===== config.mk =====
export PLATFORM = sky130hd
export DESIGN_NAME = alu_exec_ctrl_flat
export DESIGN_NICKNAME = d
export VERILOG_FILES = /design/src/rtl/alu_exec_ctrl_if.sv /design/src/rtl/alu_exec_ctrl.sv /design/src/flat_wrapper.sv
export SDC_FILE = /design/constraint.sdc
export NUM_CORES = 1
export LEC_CHECK = 0
export CELL_PAD_IN_SITES_DETAIL_PLACEMENT = 1
export CELL_PAD_IN_SITES_GLOBAL_PLACEMENT = 2
export CORE_AREA = 2 2 104 106
export CTS_BUF_LIST = sky130_fd_sc_hd__clkbuf_2
export DETAILED_ROUTE_END_ITERATION = 6
export DIE_AREA = 0 0 106 108
export PLACE_DENSITY_LB_ADDON = 0.12
export SETUP_SLACK_MARGIN = 0.02
export SYNTH_ARGS = -nofsm -noshare
export SYNTH_HDL_FRONTEND = slang
export SYNTH_SLANG_ARGS = --single-unit
export TNS_END_PERCENT = 100

===== constraint.sdc =====
create_clock -name clk -period 3.35 [get_ports clk]
set_input_delay 0.335 -clock clk [delete_from_list [all_inputs] [get_ports clk]]
set_output_delay 0.335 -clock clk [all_outputs]
set_load 0.005 [all_outputs]

===== src/rtl/alu_exec_ctrl_if.sv =====
// Execute-stage bus: decoded-op handshake, ALU drive/return,
// EX/MEM result buffer and condition-code status.
interface alu_exec_ctrl_if #(
    parameter int N    = 16,
    parameter int RA_W = 3
);
    logic            in_valid;
    logic            in_ready;
    logic [2:0]      in_op;
    logic [N-1:0]    in_src;
    logic [N-1:0]    in_dst;
    logic [RA_W-1:0] in_rd;
    logic            out_ready;
    logic            flush;
    logic            flags_save;
    logic            flags_restore;
    logic [1:0]      alu_ctrl;
    logic [N-1:0]    alu_src;
    logic [N-1:0]    alu_dst;
    logic [N-1:0]    alu_out;
    logic            alu_c;
    logic            alu_z;
    logic            alu_n;
    logic            out_valid;
    logic [N-1:0]    out_result;
    logic [RA_W-1:0] out_rd;
    logic            out_wb;
    logic [2:0]      ccr;
    logic            illegal_op;
    logic [15:0]     retired;

    modport slave (
        input  in_valid, in_op, in_src, in_dst, in_rd,
        input  out_ready, flush, flags_save, flags_restore,
        input  alu_out, alu_c, alu_z, alu_n,
        output in_ready, alu_ctrl, alu_src, alu_dst,
        output out_valid, out_result, out_rd, out_wb,
        output ccr, illegal_op, retired
    );

    modport master (
        output in_valid, in_op, in_src, in_dst, in_rd,
        output out_ready, flush, flags_save, flags_restore,
        output alu_out, alu_c, alu_z, alu_n,
        input  in_ready, alu_ctrl, alu_src, alu_dst,
        input  out_valid, out_result, out_rd, out_wb,
        input  ccr, illegal_op, retired
    );
endinterface


===== src/rtl/alu_exec_ctrl.sv =====
// Execute-stage controller: sequences the shared ALU, buffers one
// result for MEM, owns the CCR with a shadow copy, counts retired ops.
module alu_exec_ctrl #(
    parameter int N    = 16,
    parameter int RA_W = 3
) (
    input logic            clk,
    input logic            rst_n,
    alu_exec_ctrl_if.slave bus
);
    localparam logic [2:0] OpAdd  = 3'd0;
    localparam logic [2:0] OpNot  = 3'd1;
    localparam logic [2:0] OpMov  = 3'd2;
    localparam logic [2:0] OpSetc = 3'd4;
    localparam logic [2:0] OpClrc = 3'd5;

    logic            outValidQ;
    logic [N-1:0]    resultQ;
    logic [RA_W-1:0] rdQ;
    logic            wbQ;
    logic [2:0]      ccrQ;
    logic [2:0]      shadowQ;
    logic            illegalQ;
    logic [15:0]     retiredQ;

    logic       isAdd, isNot, isMov;
    logic       isSetc, isClrc, isIllegal;
    logic       doesWb;
    logic       accept, handoff, inReady;
    logic [2:0] ccrNext;

    assign isAdd     = bus.in_op == OpAdd;
    assign isNot     = bus.in_op == OpNot;
    assign isMov     = bus.in_op == OpMov;
    assign isSetc    = bus.in_op == OpSetc;
    assign isClrc    = bus.in_op == OpClrc;
    assign isIllegal = bus.in_op[2] & bus.in_op[1];
    assign doesWb    = isAdd | isNot | isMov;

    assign inReady = !outValidQ || bus.out_ready;
    assign accept  = bus.in_valid && inReady && !bus.flush;
    assign handoff = outValidQ && bus.out_ready;

    assign bus.alu_src = bus.in_src;
    assign bus.alu_dst = bus.in_dst;

    always_comb begin
        bus.alu_ctrl = 2'd3;
        unique case (1'b1)
            isAdd:   bus.alu_ctrl = 2'd0;
            isNot:   bus.alu_ctrl = 2'd1;
            isMov:   bus.alu_ctrl = 2'd2;
            default: bus.alu_ctrl = 2'd3;
        endcase
    end

    // ccr is {N, Z, C}; restore wins over any op-driven update
    always_comb begin
        ccrNext = ccrQ;
        if (accept) begin
            unique case (1'b1)
                isAdd:  ccrNext = {bus.alu_n, bus.alu_z, bus.alu_c};
                isNot:  ccrNext = {bus.alu_n, bus.alu_z, ccrQ[0]};
                isSetc: ccrNext[0] = 1'b1;
                isClrc: ccrNext[0] = 1'b0;
                default: ccrNext = ccrQ;
            endcase
        end
        if (bus.flags_restore) ccrNext = shadowQ;
    end

    always_ff @(posedge clk) begin
        if (!rst_n) begin
            outValidQ <= 1'b0;
            resultQ   <= '0;
            rdQ       <= '0;
            wbQ       <= 1'b0;
            ccrQ      <= '0;
            shadowQ   <= '0;
            illegalQ  <= 1'b0;
            retiredQ  <= '0;
        end else begin
            ccrQ <= ccrNext;
            if (bus.flags_save) shadowQ <= ccrQ;
            if (accept && isIllegal) illegalQ <= 1'b1;
            if (handoff && retiredQ != 16'hFFFF)
                retiredQ <= retiredQ + 16'd1;
            if (bus.flush) begin
                outValidQ <= 1'b0;
            end else if (accept) begin
                outValidQ <= 1'b1;
                resultQ   <= doesWb ? bus.alu_out : '0;
                rdQ       <= bus.in_rd;
                wbQ       <= doesWb;
            end else if (handoff) begin
                outValidQ <= 1'b0;
            end
        end
    end

    assign bus.in_ready   = inReady;
    assign bus.out_valid  = outValidQ;
    assign bus.out_result = resultQ;
    assign bus.out_rd     = rdQ;
    assign bus.out_wb     = wbQ;
    assign bus.ccr        = ccrQ;
    assign bus.illegal_op = illegalQ;
    assign bus.retired    = retiredQ;
endmodule


===== src/flat_wrapper.sv =====
// flat-port wrapper written by rule: the top's interface ports become plain ports
module alu_exec_ctrl_flat 
#(
    parameter int N    = 16,
    parameter int RA_W = 3
)
  (clk, rst_n, bus_in_valid, bus_in_op, bus_in_src, bus_in_dst, bus_in_rd, bus_out_ready, bus_flush, bus_flags_save, bus_flags_restore, bus_alu_out, bus_alu_c, bus_alu_z, bus_alu_n, bus_in_ready, bus_alu_ctrl, bus_alu_src, bus_alu_dst, bus_out_valid, bus_out_result, bus_out_rd, bus_out_wb, bus_ccr, bus_illegal_op, bus_retired);
  alu_exec_ctrl_if #(.N(N), .RA_W(RA_W)) bus_i ();
  input logic clk;
  input logic rst_n;
  input wire logic [$bits(bus_i.in_valid)-1:0] bus_in_valid;
  input wire logic [$bits(bus_i.in_op)-1:0] bus_in_op;
  input wire logic [$bits(bus_i.in_src)-1:0] bus_in_src;
  input wire logic [$bits(bus_i.in_dst)-1:0] bus_in_dst;
  input wire logic [$bits(bus_i.in_rd)-1:0] bus_in_rd;
  input wire logic [$bits(bus_i.out_ready)-1:0] bus_out_ready;
  input wire logic [$bits(bus_i.flush)-1:0] bus_flush;
  input wire logic [$bits(bus_i.flags_save)-1:0] bus_flags_save;
  input wire logic [$bits(bus_i.flags_restore)-1:0] bus_flags_restore;
  input wire logic [$bits(bus_i.alu_out)-1:0] bus_alu_out;
  input wire logic [$bits(bus_i.alu_c)-1:0] bus_alu_c;
  input wire logic [$bits(bus_i.alu_z)-1:0] bus_alu_z;
  input wire logic [$bits(bus_i.alu_n)-1:0] bus_alu_n;
  output wire logic [$bits(bus_i.in_ready)-1:0] bus_in_ready;
  output wire logic [$bits(bus_i.alu_ctrl)-1:0] bus_alu_ctrl;
  output wire logic [$bits(bus_i.alu_src)-1:0] bus_alu_src;
  output wire logic [$bits(bus_i.alu_dst)-1:0] bus_alu_dst;
  output wire logic [$bits(bus_i.out_valid)-1:0] bus_out_valid;
  output wire logic [$bits(bus_i.out_result)-1:0] bus_out_result;
  output wire logic [$bits(bus_i.out_rd)-1:0] bus_out_rd;
  output wire logic [$bits(bus_i.out_wb)-1:0] bus_out_wb;
  output wire logic [$bits(bus_i.ccr)-1:0] bus_ccr;
  output wire logic [$bits(bus_i.illegal_op)-1:0] bus_illegal_op;
  output wire logic [$bits(bus_i.retired)-1:0] bus_retired;
  assign bus_i.in_valid = bus_in_valid;
  assign bus_i.in_op = bus_in_op;
  assign bus_i.in_src = bus_in_src;
  assign bus_i.in_dst = bus_in_dst;
  assign bus_i.in_rd = bus_in_rd;
  assign bus_i.out_ready = bus_out_ready;
  assign bus_i.flush = bus_flush;
  assign bus_i.flags_save = bus_flags_save;
  assign bus_i.flags_restore = bus_flags_restore;
  assign bus_i.alu_out = bus_alu_out;
  assign bus_i.alu_c = bus_alu_c;
  assign bus_i.alu_z = bus_alu_z;
  assign bus_i.alu_n = bus_alu_n;
  assign bus_in_ready = bus_i.in_ready;
  assign bus_alu_ctrl = bus_i.alu_ctrl;
  assign bus_alu_src = bus_i.alu_src;
  assign bus_alu_dst = bus_i.alu_dst;
  assign bus_out_valid = bus_i.out_valid;
  assign bus_out_result = bus_i.out_result;
  assign bus_out_rd = bus_i.out_rd;
  assign bus_out_wb = bus_i.out_wb;
  assign bus_ccr = bus_i.ccr;
  assign bus_illegal_op = bus_i.illegal_op;
  assign bus_retired = bus_i.retired;
  alu_exec_ctrl #(.N(N), .RA_W(RA_W)) u_core (.clk(clk), .rst_n(rst_n), .bus(bus_i));
endmodule

After elaboration in Yosys (flattened, before gate mapping)
Cells that the tools add are included.
- register bits: 44
- output and inout port bits: 76
- eq/ne operators: 5
- add/subtract/negate cells: 1
- multiplexer cells: 8
- reductions and logical operators: 18
- bitwise operators: 5
- operator list (kind ; number):
    $add 16x1->16 const B ; 1
    $mux 16 ; 1
    $ne 16x16->1 const B ; 1
    $eq 3x3->1 const B ; 2
    $mux 3 ; 2
    $pmux 2 s3 ; 1
    $reduce_and 2->1 ; 3
    $reduce_bool 2->1 ; 3
    $logic_and 1x1->1 ; 5
    $reduce_bool 4->1 ; 1
    $reduce_or 2->1 ; 2
    $eq 3x1->1 const B ; 1
    $eq 3x2->1 const B ; 1
    $logic_not 3->1 ; 1
    $pmux 1 s3 ; 1
    $logic_not 1->1 ; 2
    $mux 1 ; 2
    $mux 2 ; 1
    $not 1->1 ; 2
    $or 1x1->1 ; 2
    $and 1x1->1 ; 1
    $logic_or 1x1->1 ; 1

Logic depth before layout (Yosys ltp)
- depth in word-level cells: 6
- depth in mapped cells: 6
- depth with buffers taken out: 5

Least setup slack after synthesis
OpenSTA, ideal clock, no wires.
- path type: reg2reg
- from: register u_core.retiredQ[0] (netlist: u_core.bus.retired[0])
- to: register u_core.retiredQ[14] (netlist: u_core.bus.retired[14])
- stages on the path, launching flop included: 6
- arrival time: 1.762 ns
- clock period less this slack: 1.832 ns
- path slack: 1.518 ns
- cells stage by stage: dfxtp_1 > ha_1 > nand4_2 > or3_4 > or4b_1 > a21oi_1
- word-level cells in the longest chain between the ends: 2
- RTL lines (what ; RTL line ; RTL):
    start: declaration ; alu_exec_ctrl.sv:24 ; logic [15:0] retiredQ;
    start signal: assignment ; alu_exec_ctrl.sv:87 ; retiredQ <= retiredQ + 16'd1;
    parallel branches: the longest is 2 deep, another holds $add 16x1->16 ; -- ;
Several ways; the timed one is not identified.
A chain may end at the register's enable or synchronous reset.

Worst setup path in the final report
- from: register u_core.outValidQ (netlist: u_core.bus.out_valid)
- to: output bus_in_ready
- word-level cells in the longest chain between the ends: 2
- RTL lines (what ; RTL line ; RTL):
    start: declaration ; alu_exec_ctrl.sv:17 ; logic outValidQ;
    start signal: assignment ; alu_exec_ctrl.sv:74 ; outValidQ <= 1'b0;
    start signal: assignment ; alu_exec_ctrl.sv:89 ; outValidQ <= 1'b0;
    start signal: assignment ; alu_exec_ctrl.sv:91 ; outValidQ <= 1'b1;
    $logic_not 1->1 ; alu_exec_ctrl.sv:40 ; assign inReady = !outValidQ || bus.out_ready;
    $logic_or 1x1->1 ; alu_exec_ctrl.sv:40 ;
    end: declaration ; flat_wrapper.sv:24 ; output wire logic [$bits(bus_i.in_ready)-1:0] bus_in_ready;
No other way between the ends.

==> flow_summary.ini <==
[outcome]
status = complete, no violations

[sta]
finalSetupViolations = 0
grt_setup_unrepaired = no
tightest_slew_ns = 0.531
min_period_ns = 2.15
drv_slew = 0
setup_ws_ns = 1.20
max_slew_margin_pct = 64.2
setup_tns_ns = 0
fmax_mhz = 466
finalHoldViolCount = 0
finClkSkew_ns = 0.0129
fin_crit_sh_pct = 64.1

[place]
pre_cts_ws_ns = 1.17
io_buffers = 75
gp_congestion = 0.719
dp_hpwl_um = 4660

[pwr]
p_leak_uw = 0.000926
powerDensity_nw_per_um2 = 343
ir_drop_uv = 123
total_power_uw = 976

[synth]
syn_area_per_cell_um2 = 8.67
synthMuxAreaShare_pct = 3.92
synth_simple_gate_area_share_pct = 21.0
synthDistinctLibCells = 38
ys.flop_type = dfxtp_1
async_reset_ff_share_pct = 0
synth_seq_cells = 44
synth_compound_area_share_pct = 18.7
synth_cells = 243
synthXorXnorAreaFrac_pct = 0
synth_edf_count = 0
yosys.area_share.adder_pct = 0.594
synth_top_family_by_area = simple AND/OR/NAND/NOR gates
ys_seq_area_share_pct = 41.8
netlist_area_um2 = 2110
syn-num-nets = 308
ys_warn_count = 0

[final_layout]
num_antenna_cells = 0
seq_area_um2 = 881
nFillCells = 1198
multi_input_area_um2 = 931
area_growth_syn_to_layout_pct = 35.3
drive_gt1_share_pct = 7.27
nets = 353

[die]
die_y_um = 108
ios = 140
core_area_um2 = 10200
num_rows = 37
initial_core_util_pct = 20.6
die-area_um2 = 11400
die_width_um = 106

[worst_setup_path]
worstRegToRegCells = 5
crit_path_cell_trace = nor2b_1 -> inv_1 -> clkdlybuf4s50_1
critPathMaxFanout = 5
cpPeakStageDelay_ns = 0.51
worst-path-buf-inv = 2
slowest_stage = clkdlybuf4s50_1
r2r_slack_ns = 1.25
arrival_ns = 1.81
reg2reg_to = u_core.bus.retired[14]
worstSetupStartpointType = register
timing_worst_setup_path_type = reg -> out
timing.rr.start = u_core.bus.retired[1]
cp.required_ns = 3.01
crit_family = buffers and inverters
endpoint_kind = primary output

[global_routing]
grt_overflow = 0
grt_pass1_wl_um = 10300
grt_usage_pct = 11.3
grt_pass1_vias = 2038
grt_antenna_before_repair = 0
grt_start_max_net_pins = 29

[clock_tree]
cts_resized = 0
postCtsSetupBuffers = 0
cts_hold_buf = 0
cts_tree = yes
htree_levels = 2
clock_latency_ns = 0.41
cts_buffer_depth = 2
clk_pin_slew_ns = 0.25
cts-root-buf = clkbuf_2
clock-sinks = 44
numCtsBuffers = 5

[worst_hold_path]
min_to = u_core.bus.out_rd[0]
min_path_type = in -> reg
whs_path_depth = 3
hp-start = bus_in_rd[0]

[run]
maxCapViolCount = 0

[drt]
vias = 1957
wl_per_cell_um = 15.1
drtIter0Drc = 39
drc = 0
vias_per_cell = 4.60
firstDrtPassIters = 4
finalWirelength_um = 6400
drtAntennaViolNets = 0
## power by group
part           internal, uW  switching [uW]
Sequential              537            7.35
Clock                   128             186
Combinational          70.3            47.5
Total                   736             241
## layer usage
metal,up-vias,GRT usage (%),wire length [um]
li1,934,-,-
met1,945,13.1,2680
met2,73,18.9,3030
met3,5,5.55,658
met4,0,2.35,35
met5,-,0,0
## worst max path at each step
stage / startpoint / endpoint / slack, ns / cells past startpoint
after floorplan: u_core.bus.retired[0] / u_core.bus.retired[14] / 1.52 / 5
after CTS: u_core.bus.out_valid / bus_in_ready / 1.14 / 3
after global routing: u_core.bus.out_valid / bus_in_ready / 0.97 / 3
after global placement: bus_out_ready / u_core.bus.retired[14] / 1.20 / 6
after detailed placement: bus_out_ready / u_core.bus.retired[14] / 1.17 / 6
final: u_core.bus.out_valid / bus_in_ready / 1.20 / 3
## cells in the mapped netlist (all sizes together), types with 2 or more instances
cell type | number | area (um^2)
mux2 | 2 | 22.5
nand4 | 3 | 25.0
a31oi | 3 | 18.8
dfxtp | 44 | 881
or4 | 6 | 45.0
a21oi | 15 | 75.1
nand2b | 4 | 25.0
clkbuf | 8 | 30.0
inv | 4 | 15.0
nor2 | 32 | 120
or2 | 3 | 18.8
o31ai | 8 | 60.1
a22oi | 16 | 120
o21ai | 5 | 25.0
nand2 | 14 | 52.6
nor2b | 2 | 12.5
or3 | 6 | 42.5
a211oi | 3 | 27.5
mux2i | 6 | 60.1
buf | 34 | 250
nand3 | 8 | 40.0
nor4 | 4 | 31.3
o31a | 2 | 17.5
nor3 | 2 | 10.0
a311oi | 2 | 17.5
## flip-flops by register name, indices dropped and copies added (netlist names)
name / flops
u_core.shadowQ: 3
u_core.bus.out_valid: 1
u_core.bus.illegal_op: 1
u_core.bus.out_rd: 3
u_core.bus.out_result: 16
u_core.bus.out_wb: 1
u_core.bus.ccr: 3
u_core.bus.retired: 16
## logic make-up (layout without fill, tap and decap cells)
kind of cell               Yosys count  after routing
AOI/OAI and AO/OA                   58             58
adders and majority gates            1              1
buffers and inverters               46             92
and+or+nand+nor                     86             86
DFF                                 44             44
muxes                                8              8
## layout by cell type (no fill, tap or decap), drive strengths merged, types with 3 or more instances in the layout
master	instances
nor2	32
nand3	8
a211oi	3
or4	6
clkdlybuf4s50	75
inv	4
or2	3
nor4	4
a21oi	15
mux2i	6
dfxtp	44
nand2	14
o21ai	5
buf	5
nand4	3
a22oi	16
a31oi	3
clkbuf	6
or3	6
o31ai	8
nand2b	4
## worst min-delay path, delay by kind of cell
kind	cells	cell delay [ns]
AND/OR/NAND/NOR	1	0.06
AO/OA/AOI/OAI	1	0.05
buffers and inverters	1	0.39
## cell type report
class | instances | area share (%)
Multi-Input combinational cell | 153 | 32.7
Clock inverter | 2 | 1.23
Tap cell | 136 | 5.97
Timing Repair Buffer | 80 | 27.7
Sequential cell | 44 | 30.9
Inverter | 4 | 0.527
Clock buffer | 6 | 1.05
## per-stage QoR
stage / cell area (um^2) / utilization, % / cells / hold slack [ns]
after global placement: 2790 / 27.2 / 417 / 0.442
after detailed placement: 2790 / 27.2 / 417 / 0.457
after CTS: 2850 / 27.9 / 425 / 0.414
final: 2850 / 27.9 / 425 / 0.442
after floorplan: 2110 / - / 243 / 0.414
after global routing: 2850 / 27.9 / 425 / 0.420
Note: power is estimated with default switching activity, not from simulation.
